File: src/rtl/uart_nonce_tx.sv
// uart_nonce_tx: buffers golden nonces in a small FIFO and sends each one
// to the UART byte transmitter as a framed byte sequence
// (HEADER_BYTE, nonce LSB byte first, optional checksum).
// Define NONCE_TX_CHECKSUM_EN to append the checksum byte (6-byte frames);
// without it frames are 5 bytes and no checksum logic is built.
module uart_nonce_tx #(
  parameter int         FIFO_DEPTH  = 4,
  parameter logic [7:0] HEADER_BYTE = 8'h4E
) (
  input  logic        clk,
  input  logic        reset_n,
  input  logic        nonce_valid,
  input  logic [31:0] nonce,
  input  logic        tx_busy,
  output logic        tx_we,
  output logic [7:0]  tx_data,
  output logic        dropped,
  output logic        idle
);

  localparam int AW = $clog2(FIFO_DEPTH);
  localparam logic [AW:0] DEPTH_CNT = (AW+1)'(FIFO_DEPTH);
`ifdef NONCE_TX_CHECKSUM_EN
  localparam logic [2:0] LAST_IDX = 3'd5;
`else
  localparam logic [2:0] LAST_IDX = 3'd4;
`endif

  typedef enum logic [1:0] {ST_IDLE, ST_SEND, ST_GAP} state_t;

  state_t      state, state_next;
  logic [31:0] fifo_mem [FIFO_DEPTH];
  logic [AW-1:0] wr_ptr, rd_ptr;
  logic [AW:0] count;
  logic [31:0] frame_q;
  logic [2:0]  byte_idx;
  logic [7:0]  cur_byte;
  logic [31:0] head;
  logic        full, push, pop, send_byte, advance;
`ifdef NONCE_TX_CHECKSUM_EN
  logic [7:0]  chk_q;
`endif

  // Fullness uses pre-edge occupancy, so a pop on the same edge never rescues a push.
  assign full = (count == DEPTH_CNT);
  assign push = nonce_valid && !full;
  assign head = fifo_mem[rd_ptr];
  assign idle = (state == ST_IDLE) && (count == '0);

  // FIFO storage: no reset needed, occupancy tracking decides what is valid.
  always_ff @(posedge clk) begin
    if (push) fifo_mem[wr_ptr] <= nonce;
  end

  // FIFO pointers, occupancy and the registered overflow pulse.
  always_ff @(posedge clk or negedge reset_n) begin
    if (!reset_n) begin
      wr_ptr  <= '0;
      rd_ptr  <= '0;
      count   <= '0;
      dropped <= 1'b0;
    end else begin
      dropped <= nonce_valid && full;
      if (push) wr_ptr <= wr_ptr + 1'b1;
      if (pop)  rd_ptr <= rd_ptr + 1'b1;
      case ({push, pop})
        2'b10:   count <= count + 1'b1;
        2'b01:   count <= count - 1'b1;
        default: count <= count;
      endcase
    end
  end

  // FSM state register; a reset aborts any frame in flight.
  always_ff @(posedge clk or negedge reset_n) begin
    if (!reset_n) state <= ST_IDLE;
    else          state <= state_next;
  end

  // Next-state logic: IDLE pops, SEND waits for the transmitter, GAP covers busy latency.
  always_comb begin
    state_next = state;
    pop        = 1'b0;
    send_byte  = 1'b0;
    advance    = 1'b0;
    case (state)
      ST_IDLE: begin
        if ((count != '0) && !tx_busy) begin
          pop        = 1'b1;
          state_next = ST_SEND;
        end
      end
      ST_SEND: begin
        if (!tx_busy) begin
          send_byte  = 1'b1;
          state_next = ST_GAP;
        end
      end
      ST_GAP: begin
        if (byte_idx == LAST_IDX) begin
          state_next = ST_IDLE;
        end else begin
          advance    = 1'b1;
          state_next = ST_SEND;
        end
      end
      default: state_next = ST_IDLE;
    endcase
  end

  // Select the frame byte for the current index.
  always_comb begin
    cur_byte = 8'h00;
    case (byte_idx)
      3'd0: cur_byte = HEADER_BYTE;
      3'd1: cur_byte = frame_q[7:0];
      3'd2: cur_byte = frame_q[15:8];
      3'd3: cur_byte = frame_q[23:16];
      3'd4: cur_byte = frame_q[31:24];
`ifdef NONCE_TX_CHECKSUM_EN
      3'd5: cur_byte = chk_q;
`endif
      default: cur_byte = 8'h00;
    endcase
  end

  // Frame register, byte index and registered transmitter strobe/data.
  always_ff @(posedge clk or negedge reset_n) begin
    if (!reset_n) begin
      frame_q  <= '0;
      byte_idx <= '0;
      tx_we    <= 1'b0;
      tx_data  <= 8'h00;
`ifdef NONCE_TX_CHECKSUM_EN
      chk_q    <= 8'h00;
`endif
    end else begin
      tx_we <= send_byte;
      if (send_byte) tx_data <= cur_byte;
      if (pop) begin
        frame_q  <= head;
        byte_idx <= '0;
`ifdef NONCE_TX_CHECKSUM_EN
        chk_q    <= 8'h00 - (HEADER_BYTE + head[7:0] + head[15:8]
                             + head[23:16] + head[31:24]);
`endif
      end else if (advance) begin
        byte_idx <= byte_idx + 1'b1;
      end
    end
  end

endmodule

File: config.mk
export PLATFORM = sky130hd
export DESIGN_NAME = uart_nonce_tx
export DESIGN_NICKNAME = d
export VERILOG_FILES = /design/src/rtl/uart_nonce_tx.sv
export SDC_FILE = /design/constraint.sdc
export NUM_CORES = 1
export LEC_CHECK = 0
export CAP_MARGIN = 25
export CORE_MARGIN = 5
export CORE_UTILIZATION = 53
export CTS_CLUSTER_SIZE = 28
export DETAILED_ROUTE_END_ITERATION = 10
export PLACE_DENSITY = 0.78
export SETUP_SLACK_MARGIN = 0.02
export SLEW_MARGIN = 20
export SYNTH_ARGS = -nofsm -noshare
export SYNTH_HDL_FRONTEND = slang
export SYNTH_SLANG_ARGS = --single-unit
File: constraint.sdc
create_clock -name clk -period 3.3 [get_ports clk]
set_input_delay 0.66 -clock clk [delete_from_list [all_inputs] [get_ports clk]]
set_output_delay 0.66 -clock clk [all_outputs]
set_load 0.01 [all_outputs]
==> flow_summary.ini <==
[timing]
worst_hold_slack_ns = 0.193
clock.fmax_mhz = 411
finalSetupViolations = 0
fin_ws_ns = 0.867
setup_tns_ns = 0
fin_crit_sh_pct = 73.7
slew_viol_final = 0
relSlewSlack_pct = 61.2
finClkSkew_ns = 0.00701
fin_crit_ns = 2.43
tightestPinTransition_ns = 0.582
rsz0062_at_grt = no
hold_violations = 0

[setup_path]
start_kind = flop
crit_required_ns = 2.64
timing.reg2reg.setup_slack_ns = 1.25
crit_family = buffers and inverters
worstPathArrival_ns = 1.77
cpPeakStageDelay_ns = 0.53
end_kind = output pin
r2r-end = tx_data[7]$_DFFE_PN0P_
crit_fanout = 4
path_buf_inv = 1
crit_type = flop to output pin
rr_startpoint = byte_idx[2]$_DFFE_PN0P_
crit_path_cell_trace = nor3_1 > and2_1 > clkdlybuf4s50_1
r2r_cells = 5
crit_slowest_cell = clkdlybuf4s50_1

[floorplanning]
coreArea_um2 = 13200
die-area_um2 = 16000
start_util_pct = 54.2
rows = 42
ios = 47
die_y_um = 126
die_w_um = 126

[clocking]
path_clk_slew_ns = 0.07
post-cts-setup-buffer-count = 0
cts_max_level = 4
clk_path_buf_depth = 2
cts-root-buf = clkbuf_16
hold_buffers = 0
cts_made_buffers = 17
cts_resized = 0
cts_tree = yes
cts.sink_count = 182
clk_latency_ns = 0.42

[detailed_routing]
drt_first_iter_violations = 323
wirelength_um = 12700
post_drt_via_cell_ratio = 5.59
drc_errors = 0
postRouteAntennaNets = 0
vias = 3407
drt_pre_antenna_iters = 7
wl_per_cell_um = 20.8

[placement]
io_buffers = 46
gp_congestion = 0.775
place_ws_ns = 0.625
dpl_cell_area_um2 = 7830
dp_hpwl_um = 7750

[final_layout]
syn_to_final_growth_pct = 17.8
antenna_cells = 0
drive_gt1_share_pct = 23.5
final_area_um2 = 8460
layout.nets = 468
fill_cells = 927

[logic_synthesis]
synthCells = 363
synth_warnings = 0
synth_edf_count = 128
ys_types = 34
synth_area_um2 = 7180
post-synth-top-area-cell = edfxtp_1
synth.area.top_cells = edfxtp_1 (54%), dfrtp_1 (19%), mux4_2 (8.8%)
synth_async_sr_flop_share_pct = 29.7
synth_seq_cells = 182
syn_avg_cell_area_um2 = 19.8
synth-main-ff-cell = edfxtp_1
ys_seq_area_share_pct = 72.3
synth_top_area_share_pct = 53.5
synth_nets = 410

[pwr]
max-vdd-ir-drop_mv = 0.661
p_total_uw = 7780
power.density_nw_per_um2 = 920
total_leakage_power_uw = 0.00309

[global_routing]
grt_pass1_vias = 3676
grt_overflow = 0
antenna_found_initial = 0
grt_max_degree = 35
grt_usage_pct = 17.0
grt_pass1_wl_um = 20400

[status]
outcome = finished, final reports clean

[flow_run]
cap_viol_max_count = 0

[hold_path]
hp-class = primary input to asynchronous set/reset pin
state kept, by name, indices dropped and copies added, names as in the netlist:
signal	flops
fifo_mem	128
frame_q	32
tx_data	8
byte_idx	3
count	3
rd_ptr	2
state	2
wr_ptr	2
dropped	1
tx_we	1
kinds of logic (layout without fill, tap and decap cells):
kind of cell,after synthesis,after routing,share of synthesized area [%]
AOI/OAI and AO/OA,36,36,3.71
xor gates and xnor gates,6,6,0.732
adders and majority gates,11,11,2.02
buffers and inverters,28,99,2.14
DFF,182,182,72.3
muxes,65,65,16.8
and+or+nand+nor,35,35,2.27
final cells by class:
| type | instances | area, um^2 | share of cell area, % |
|---|---|---|---|
| Multi-Input combinational cell | 153 | 1830 | 21.7 |
| Timing Repair Buffer | 55 | 536 | 6.33 |
| Clock inverter | 14 | 199 | 2.35 |
| Inverter | 12 | 45.0 | 0.533 |
| Sequential cell | 182 | 5200 | 61.4 |
| Tap cell | 176 | 220 | 2.60 |
| Clock buffer | 18 | 429 | 5.07 |
routing by layer:
metal | GRT usage, % | routed length [um] | up-vias
li1 | - | - | 1544
met1 | 22.9 | 5380 | 1764
met2 | 27.4 | 6590 | 92
met3 | 4.58 | 603 | 7
met4 | 5.43 | 98 | 0
met5 | 0 | 0 | -
stage by stage:
stage | cells | utilization [%]
after global routing | 610 | 63.9
after global placement | 578 | 59.1
after CTS | 610 | 63.9
after detailed placement | 578 | 59.1
final | 610 | 63.9
after floorplan | 363 | -
synth_stat cells (5+ instances only):
| cell type | instances |
|---|---|
| a22o_1 | 7 |
| nor2_1 | 5 |
| buf_6 | 5 |
| mux2_2 | 7 |
| edfxtp_1 | 128 |
| mux2_4 | 26 |
| mux4_2 | 28 |
| dfrtp_1 | 54 |
| nand2_1 | 17 |
| clkbuf_1 | 6 |
| o21ai_0 | 13 |
| ha_1 | 10 |
| inv_1 | 11 |
| and2_1 | 5 |
power breakdown:
group          internal [uW]  switching, uW
combinational           1180            976
sequential              3130            372
clock                   1280            848
total                   5590           2200
worst max-delay path by stage:
| stage | from | endpoint | slack [ns] | cells after the start |
|---|---|---|---|---|
| finish | count[0]$_DFFE_PN0P_ | idle | 0.87 | 3 |
| global route | count[0]$_DFFE_PN0P_ | idle | 0.74 | 3 |
| CTS | count[0]$_DFFE_PN0P_ | idle | 0.84 | 3 |
| detailed placement | nonce_valid | count[1]$_DFFE_PN0P_ | 0.63 | 7 |
| global placement | nonce_valid | fifo_mem[0][2]$_DFFE_PP_ | 0.73 | 4 |
| floorplan | nonce_valid | fifo_mem[0][0]$_DFFE_PP_ | 1.03 | 2 |
cells in the final DEF, fill, tap and decap left out, drive strengths merged, types with 4 or more instances in the layout:
cell	n
mux2	33
clkbuf	18
inv	16
mux4	32
bufinv	4
edfxtp	128
a22o	7
clkdlybuf4s50	45
nand2b	4
buf	10
a222oi	4
nor2	5
o21ai	13
ha	10
nand2	17
clkinv	4
and2	5
dfrtp	54
Power figures use the tool's default switching activity.
